**config.mk**
```make
export PLATFORM = sky130hd
export DESIGN_NAME = i2s_rx
export DESIGN_NICKNAME = d
export VERILOG_FILES = /design/src/rtl/i2s_rx.sv
export SDC_FILE = /design/constraint.sdc
export NUM_CORES = 1
export LEC_CHECK = 0
export BUFFER_PORTS_ARGS = -buffer_cell sky130_fd_sc_hd__buf_2
export CORE_ASPECT_RATIO = 1.2
export CORE_MARGIN = 10
export CORE_UTILIZATION = 60
export DETAILED_ROUTE_END_ITERATION = 7
export PLACE_DENSITY = 0.93
export SETUP_SLACK_MARGIN = 0.1
export SYNTH_ARGS = -nofsm -noshare
export SYNTH_HDL_FRONTEND = slang
export SYNTH_SLANG_ARGS = --single-unit
export TNS_END_PERCENT = 100
```
**constraint.sdc**
```tcl
create_clock -name sclk_in -period 5.7 [get_ports sclk_in]
set_clock_uncertainty 0.2 [all_clocks]
set_input_delay 1.14 -clock sclk_in [delete_from_list [all_inputs] [get_ports sclk_in]]
set_output_delay 1.14 -clock sclk_in [all_outputs]
set_load 0.01 [all_outputs]
```
**src/rtl/i2s_rx.sv**
```systemverilog
// ---------------------------------------------------------------------------
// i2s_rx - I2S serial receiver.
//
// Samples sdata_in on every rising sclk_in edge. lrck_in splits the stream
// into words (0 = left slot, 1 = right slot). Each completed word is presented
// MSB-aligned on its channel register, together with a one-cycle strobe.
//
// Ports
//   sclk_in          in   1            serial bit clock, all logic on posedge
//   rst              in   1            synchronous active-high reset
//   lrck_in          in   1            word select, 0 = left, 1 = right
//   sdata_in         in   1            serial data, MSB first, I2S delayed format
//   pldata_out       out  PDATA_WIDTH  last completed left word, MSB-aligned
//   prdata_out       out  PDATA_WIDTH  last completed right word, MSB-aligned
//   lvalid_out       out  1            strobe: pldata_out just updated
//   rvalid_out       out  1            strobe: prdata_out just updated
//   frame_valid_out  out  1            strobe with rvalid_out when the L/R pair
//                                      is complete
// ---------------------------------------------------------------------------
module i2s_rx #(
    parameter int PDATA_WIDTH = 32
) (
    input  logic                   sclk_in,
    input  logic                   rst,
    input  logic                   lrck_in,
    input  logic                   sdata_in,
    output logic [PDATA_WIDTH-1:0] pldata_out,
    output logic [PDATA_WIDTH-1:0] prdata_out,
    output logic                   lvalid_out,
    output logic                   rvalid_out,
    output logic                   frame_valid_out
);

    // The counter must be able to hold PDATA_WIDTH itself: that value marks
    // "assembly register full, drop any further bits of this word".
    localparam int             CNT_W   = $clog2(PDATA_WIDTH + 1);
    localparam logic [CNT_W-1:0] CNT_MAX = CNT_W'(PDATA_WIDTH);

    logic                   lrck_q,   lrck_d;
    logic                   synced_q, synced_d;
    logic                   lseen_q,  lseen_d;
    logic [CNT_W-1:0]       cnt_q,    cnt_d;
    logic [PDATA_WIDTH-1:0] asm_q,    asm_d;
    logic [PDATA_WIDTH-1:0] pldata_q, pldata_d;
    logic [PDATA_WIDTH-1:0] prdata_q, prdata_d;
    logic                   lvalid_q, lvalid_d;
    logic                   rvalid_q, rvalid_d;
    logic                   frame_q,  frame_d;

    logic                   boundary;
    logic [PDATA_WIDTH-1:0] word;

    always_comb begin
        boundary = (lrck_in != lrck_q);

        // Current assembly plus the bit sampled on this edge. Bit k of the
        // word lands at position PDATA_WIDTH-1-k; once the counter has
        // saturated no position matches and the bit is dropped.
        word = asm_q;
        for (int i = 0; i < PDATA_WIDTH; i++) begin
            if (cnt_q == CNT_W'(PDATA_WIDTH - 1 - i)) begin
                word[i] = sdata_in;
            end
        end

        lrck_d   = lrck_in;
        synced_d = synced_q;
        lseen_d  = lseen_q;
        cnt_d    = cnt_q;
        asm_d    = asm_q;
        pldata_d = pldata_q;
        prdata_d = prdata_q;
        lvalid_d = 1'b0;
        rvalid_d = 1'b0;
        frame_d  = 1'b0;

        if (boundary) begin
            // This edge carries the LSB of the word belonging to lrck_q.
            asm_d    = '0;
            cnt_d    = '0;
            synced_d = 1'b1;
            if (!synced_q) begin
                // First boundary after reset: the partial word is discarded.
                lseen_d = 1'b0;
            end else if (!lrck_q) begin
                pldata_d = word;
                lvalid_d = 1'b1;
                lseen_d  = 1'b1;
            end else begin
                prdata_d = word;
                rvalid_d = 1'b1;
                frame_d  = lseen_q;
                lseen_d  = 1'b0;
            end
        end else begin
            asm_d = word;
            if (cnt_q != CNT_MAX) begin
                cnt_d = cnt_q + 1'b1;
            end
        end
    end

    always_ff @(posedge sclk_in) begin
        if (rst) begin
            lrck_q   <= 1'b0;
            synced_q <= 1'b0;
            lseen_q  <= 1'b0;
            cnt_q    <= '0;
            asm_q    <= '0;
            pldata_q <= '0;
            prdata_q <= '0;
            lvalid_q <= 1'b0;
            rvalid_q <= 1'b0;
            frame_q  <= 1'b0;
        end else begin
            lrck_q   <= lrck_d;
            synced_q <= synced_d;
            lseen_q  <= lseen_d;
            cnt_q    <= cnt_d;
            asm_q    <= asm_d;
            pldata_q <= pldata_d;
            prdata_q <= prdata_d;
            lvalid_q <= lvalid_d;
            rvalid_q <= rvalid_d;
            frame_q  <= frame_d;
        end
    end

    assign pldata_out      = pldata_q;
    assign prdata_out      = prdata_q;
    assign lvalid_out      = lvalid_q;
    assign rvalid_out      = rvalid_q;
    assign frame_valid_out = frame_q;

endmodule

```
== Word level (Yosys, flattened, before mapping) ==
Index checks and enable logic that the tools add are counted.

* Register bits: 108
* Input port bits: 4
* Output and inout bits: 67
* Word-level logic and storage cells: 89

* Add/subtract/negate cells: 1
* Equal/unequal tests: 33
* Mux-type cells: 35
* Bitwise operators: 3
* Reductions and logical operators: 7

{| class="wikitable"
|+ Operators with widths
! operator !! count
|-
| $eq 6x5->1 const B || 16
|-
| $eq 6x4->1 const B || 8
|-
| $mux 1 || 35
|-
| $eq 6x3->1 const B || 4
|-
| $eq 6x2->1 const B || 2
|-
| $add 6x1->6 const B || 1
|-
| $eq 6x1->1 const B || 1
|-
| $logic_not 6->1 || 1
|-
| $ne 6x6->1 const B || 1
|-
| $reduce_and 3->1 || 2
|-
| $reduce_or 2->1 || 2
|-
| $reduce_or 4->1 || 1
|-
| $not 1->1 || 3
|-
| $reduce_or 3->1 || 1
|-
| $ne 1x1->1 || 1
|}

== Longest topological paths before layout ==
Gate-level depths: netlist of run 1.

* Word-level depth: 3
* Depth in mapped cells: 5
* Depth with buffers taken out: 5

== Worst setup path after synthesis of run 1 ==
OpenSTA, ideal clock, no wires.

* Path kind: input -> register
* From: in lrck_in
* To: reg prdata_q[23] (netlist: prdata_out[23])
* Data arrival time: 1.953 ns
* Required time: 5.351 ns
* Path slack: 3.398 ns
* Stages on the path: 4
* Path buffers: 2
* Cell sequence: and3b_1 > buf_2 > clkbuf_1 > a311oi_2

* Word-level cells in the longest chain between the ends: 2

{| class="wikitable"
|+ RTL lines
! element !! line !! text
|-
| start: declaration || 25 || <nowiki>input logic lrck_in,</nowiki>
|-
| $ne 1x1->1 || 54 || <nowiki>boundary = (lrck_in != lrck_q);</nowiki>
|-
| $reduce_and 3->1 (no source line) || n/a ||
|-
| end signal: assignment || 122 || <nowiki>prdata_q <= prdata_d;</nowiki>
|-
| end: declaration || 45 || <nowiki>logic [PDATA_WIDTH-1:0] prdata_q, prdata_d;</nowiki>
|}

No other way between the ends.
A chain may end at the register's enable or synchronous reset.

==> results of run 1 <==
## sequential cells by signal, summed over array words and instances (netlist names)
name,flops
pldata_out,32
synced_q,1
cnt_q,6
lvalid_out,1
rvalid_out,1
asm_q,32
prdata_out,32
frame_valid_out,1
lrck_q,1
lseen_q,1
## power groups by stage
| stage | sequential [µW] | combinational, µW | clock [µW] |
|---|---|---|---|
| floorplan | 819 | 71.3 | 0 |
| global placement | 808 | 115 | 0 |
| detailed placement | 810 | 119 | 0 |
| CTS | 793 | 120 | 455 |
| global route | 796 | 131 | 487 |
| finish | 793 | 119 | 455 |
## worst min-delay path by stage
stage | start | end | slack (ns) | cells past startpoint
after floorplan | lseen_q | frame_valid_out | 0.22 | 2
after global placement | lseen_q | frame_valid_out | 0.24 | 2
after detailed placement | lseen_q | frame_valid_out | 0.24 | 2
after CTS | lseen_q | frame_valid_out | 0.25 | 2
after global routing | lseen_q | frame_valid_out | 0.27 | 2
final | lseen_q | frame_valid_out | 0.26 | 2
## worst reg2reg max path: stages, from the launching register on
cell      delay (ns)
dfxtp_1         0.93
nand3b_1        0.34
o21ai_0         0.44
a311oi_1        0.17
## layer usage
layer,global-route usage (%),up-vias,share of wire (%)
met5,0,-,0
met4,6.40,0,1.3
li1,-,1714,-
met1,21.7,1764,41
met3,3.93,12,6.9
met2,30.8,132,50
## area by class of cell
class | count | area, µm²
sequential | 108 | 2160
fill | 515 | 2160
inverter | 7 | 26.3
clock inverter | 4 | 50.0
clock buffer | 11 | 141
multi-input combinational | 290 | 1890
timing repair buffer | 70 | 350
tap | 87 | 109
## layout by cell type, fill, tap and decap left out, types with 2 or more instances in the layout
| cell | netlist | final |
|---|---|---|
| dfxtp_1 | 108 | 108 |
| clkinvlp_4 | 0 | 2 |
| buf_2 | 13 | 70 |
| ha_1 | 4 | 4 |
| nand2b_1 | 4 | 4 |
| o21ai_0 | 20 | 20 |
| nand3_1 | 20 | 20 |
| o21ai_2 | 11 | 11 |
| nor4b_4 | 2 | 2 |
| nand3b_1 | 6 | 6 |
| or4b_4 | 2 | 2 |
| clkbuf_8 | 0 | 10 |
| or2_2 | 2 | 2 |
| nor2_1 | 70 | 70 |
| and3b_2 | 0 | 2 |
| a311oi_2 | 5 | 5 |
| a311oi_1 | 59 | 59 |
| a21oi_1 | 35 | 35 |
| nand2_1 | 16 | 16 |
| o21ai_1 | 2 | 2 |
| nor2b_1 | 2 | 2 |
| and3b_1 | 8 | 6 |
| nor3_1 | 6 | 6 |
| inv_1 | 7 | 7 |
| xor2_1 | 3 | 3 |
## metrics by stage
stage	hold slack, ns	instance area, µm²	std cells	worst slack, ns	util (%)
2_1_floorplan	0.223	4280	442	3.40	-
3_3_place_gp	0.244	4540	562	2.39	65.9
3_5_place_dp	0.243	4540	562	2.34	65.9
4_1_cts	0.254	4730	577	2.71	68.6
5_1_grt	0.270	4730	577	2.51	68.6
6_report	0.258	4730	577	2.64	68.6
## cell families (layout without fill, tap and decap cells)
kind of cell	after synthesis	count (layout)
simple gates	148	148
flops	108	108
compound gates	134	134
buf+inv	44	92
fa+ha+maj	4	4
xor+xnor	4	4
==> reports/metrics.yaml, run 1 <==
status: "complete, no violations"
vias: 3622
cts_sinks: 108
core_mm2: 0.00690
synth.area.top_cells: "dfxtp_1 (51%), a311oi_1 (12%), nor2_1 (6.1%)"
grt-ovfl-total: 0
cts-root-buf: "clkbuf_8"
dr.pass1.iters: 5
diodes: 0
power_density_mw_per_mm2: 289
grt_pass1_vias: 3350
ys_async_sr_fraction_pct: 0
initial_core_util_pct: 62.1
timing.final.max_slew_violations: 0
synth_cell_types: 40
intPower_uw: 1030
switchingPower_uw: 334
cp_data_required_time_ns: 5.69
fmax_mhz: 327
cts_tree: "yes"
first_iter_violations: 307
cp_top_family: "buffers and inverters"
synth_top_area_share_pct: 50.5
synth-main-ff-cell: "dfxtp_1"
dieArea_mm2: 0.0109
worst_slew_pin_slew_ns: 1.28
post_cts_buffers: 0
htree_num_levels: 3
cp.buffers_inverters: 1
drcViolationCount: 0
setup.worst_path.start: "rst"
drt_wl_total_mm: 10.2
synth_xor_area_share_pct: 0.819
rsz0062_at_grt: "false"
syn_inst: 442
reg2reg_to: "pldata_out[12]"
ctsResizeCount: 0
max_cap_violations: 0
syn_area_per_cell_um2: 9.68
yosys.area.top_type: "dfxtp_1"
clk_pin_slew_ns: 0.09
clock_power_share_pct: 33.3
ys_ff_latch: 108
slowest_stage: "buf_2"
ctsHoldBuffers: 0
vias_per_cell: 6.28
yosys_warnings: 0
syn_nets: 450
cts.path.max_buffers: 2
row_count: 33
ir_drop_mv: 0.200
synth.area.mux_share_pct: 0
drive_above_1_share_pct: 23.3
synth_top_family_by_area: "compound AO/OA/AOI/OAI gates"
crit_cells: 3
io_pins: 71
cp-endpoint: "lseen_q"
worstSetupEndpointType: "flop"
port_buffers: 70
final_nets: 494
gp_congestion: 0.814
worstReg2RegStart: "cnt_q[4]"
period_needed_ns: 3.06
path_cells: "buf_2, or2_2, o22ai_1"
fin_crit_sh_pct: 53.6
power_frac_seq_pct: 58.0
ys_top_cells_by_count: "dfxtp_1 (108), nor2_1 (70), a311oi_1 (59)"
synth-adder-area-share_pct: 1.17
worst_slew_margin_rel_pct: 14.4
sw_frac_of_total_pct: 24.4
leakagePower_uw: 0.00171
synth_compound_area_share_pct: 23.2
numCtsBuffers: 9
die_w_um: 97.1
clk_latency_ns: 0.35
totalPowerFinal_uw: 1370
startpoint_type: "input port"
path_class: "in2reg"
combPwrFrac_pct: 8.7
finalSetupTns_ns: 0
syn_to_final_growth_pct: 10.6
antenna_left: 0
cp.arrival_ns: 3.04
synth_edf_count: 0
synth-simple-area-share_pct: 19.0
antenna_found_initial: 0
dp_hpwl_mm: 6.74
die_y_um: 113
hold_path_class: "reg2reg"
finalSetupViolations: 0
grt_start_max_net_pins: 72
critPathMaxStageDelay_ns: 0.94
grt_util_all_layers_pct: 18.0
cp_max_fo: 71
seq_area_frac_synth_pct: 50.5
synth_area_mm2: 0.00428
reg2reg_slack_ns: 3.45
hold_violations: 0
rr_worst_depth: 3
yosysMostFrequentCell: "dfxtp_1"
wire_per_inst_um: 17.7
grt_pass1_wl_mm: 16.8
(Power assumes the default switching activity.)
==> inputs of run 2 (changes only) <==
CORE_UTILIZATION = 55   (was 60)
PLACE_DENSITY = 0.87   (was 0.93)
clock period = 2.9 ns   (was 5.7 ns; I/O delays follow)
==> run 2 against run 1 <==
Compared with the run above: first-iteration DRC count fell by 2.6%; via count is 1.3% lower; sequential power is 97% higher; final cell count increased by 1.9%; combinational power grew 100%; clock-buffer cell count shrank 2; die area is 7.3% higher.
==> reports/metrics.yaml, run 2 (synthesis results as in run 1) <==
clk_latency_ns: 0.38  # +0.03 ns
grt_util_all_layers_pct: 17.2  # -0.83 points
final_common_cell: "dfxtp_1"
port_buffers: 70  # unchanged
cts_sinks: 108  # unchanged
sw_frac_of_total_pct: 27.6  # +3.2 points
max_cap_violations: 0  # unchanged
min_path_cells: 2  # unchanged
switchingPower_uw: 750  # +120%
die_w_um: 101  # +3.5%
initial_core_util_pct: 56.2  # -5.9 points
htree_num_levels: 3  # unchanged
fin_ws_ns: 0.751  # -1.89 ns
clock_power_share_pct: 33.6  # +0.3 points
fmax_mhz: 465
cts.path.max_buffers: 2  # unchanged
final_cell_mix: "dfxtp_1 (108), nor2_1 (70), buf_2 (70), a311oi_1 (59), a21oi_1 (35)"
dr.pass1.iters: 5  # unchanged
startpoint_type: "flop"
dp_cells: 572  # +1.8%
cp_max_fo: 21  # -70%
rsz0062_at_grt: "false"
grt_pass1_vias: 3382  # +0.96%
syn_to_final_growth_pct: 12.3
finalSetupViolations: 0  # unchanged
core_mm2: 0.00762  # +11%
vias_per_cell: 6.08  # -3.2%
combPwrFrac_pct: 8.9  # +0.2 points
fill_cells: 619  # +20%
antenna_left: 0  # unchanged
wire_per_inst_um: 17.4  # -1.6%
status: "complete, no violations"
vias: 3574  # -1.3%
fin_crit_sh_pct: 74.1
grt_pass1_wl_mm: 16.6  # -1.7%
dieArea_mm2: 0.0117  # +7.3%
path_class: "reg2reg"
ctsHoldBuffers: 0  # unchanged
power_density_mw_per_mm2: 564  # +95%
drt_wl_total_mm: 10.3  # +0.26%
finalSetupTns_ns: 0  # unchanged
dp_hpwl_mm: 6.96  # +3.3%
row_count: 35  # +6.1%
timing.final.max_slew_violations: 0  # unchanged
grt_start_max_net_pins: 71  # -1.4%
drive_above_1_share_pct: 24.4  # +1.1 points
io_pins: 71  # unchanged
worst_slew_pin_slew_ns: 0.856  # -0.427 ns
period_needed_ns: 2.15
die_y_um: 117  # +3.7%
antenna_found_initial: 0  # unchanged
grt-ovfl-total: 0  # unchanged
dp_slack_ns: 0.688  # -1.65 ns
hold_path_class: "reg2reg"
cts_tree: "yes"
rr_worst_depth: 3  # unchanged
power_frac_seq_pct: 57.4  # -0.6 points
intPower_uw: 1960  # +90%
stdcell_count: 588  # +1.9%
cts-root-buf: "clkbuf_8"
worst_slew_margin_rel_pct: 42.8  # +28 points
numCtsBuffers: 9  # unchanged
cp.arrival_ns: 2.19  # -0.85 ns
gp_congestion: 0.872  # +7.1%
cp_data_required_time_ns: 2.95  # -2.74 ns
leakagePower_uw: 0.00176  # +2.5%
final_nets: 499  # +1.0%
first_iter_violations: 299  # -2.6%
worstSetupEndpointType: "flop"
clk_pin_slew_ns: 0.11  # +0.02 ns
ir_drop_mv: 0.405  # +100%
post_cts_buffers: 0  # unchanged
diodes: 0  # unchanged
drcViolationCount: 0  # unchanged
ctsResizeCount: 0  # unchanged
hold_violations: 0  # unchanged
## run 2: cell count changes in the layout (fill, tap and decap cells not counted), moves of 2 or more
| cell | change |
|---|---|
| inv_6 | +2 |
| clkinvlp_4 | -2 |
| buf_4 | +3 |
| inv_8 | +2 |
| clkinv_4 | +2 |
| buf_12 | +2 |
## run 2: worst paths after layout
check,startpoint,end,slack (ns)
max,cnt_q[2],prdata_out[26],0.75
min,lseen_q,frame_valid_out,0.27
min reg2reg,lseen_q,frame_valid_out,0.27
max reg2reg,cnt_q[2],prdata_out[26],0.75
## run 2: area by class of cell
cell class,count,area [µm²],area share (%)
clock inverter,7,73.8,1.54
tap,92,115,2.39
clock buffer,9,124,2.58
inverter,7,26.3,0.547
timing repair buffer,75,413,8.59
multi-input combinational,290,1890,39.4
sequential,108,2160,45.0
## run 2: power by group through the flow
stage	registers [µW]	clock network (µW)	logic, µW
floorplan	1610	0	140
global placement	1590	0	235
detailed placement	1590	0	243
CTS	1560	918	243
global route	1570	981	268
finish	1560	913	242
## run 2: metal layers
metal | routed length, µm | share of wire [%] | global-route usage [%]
met3 | 647 | 6.3 | 4.97
met2 | 5000 | 49 | 28.3
met5 | 0 | 0 | 0
met4 | 170 | 1.7 | 6.79
met1 | 4440 | 43 | 20.6
## run 2: worst max-delay path, cell delays in order, from the launching register on
cell and delay, ns:
dfxtp_1 0.90, or4b_4 0.60, o21ai_2 0.20, a311oi_1 0.11
## run 2: per-stage QoR
stage               instance area (µm²)  util (%)  power, µW  hold WS, ns
finish                             4810      63.1       2710        0.273
global route                       4810      63.1       2810        0.306
CTS                                4810      63.1       2720        0.278
detailed placement                 4610      60.5       1830        0.256
global placement                   4610      60.5       1820        0.243
floorplan                          4280         -       1750        0.223
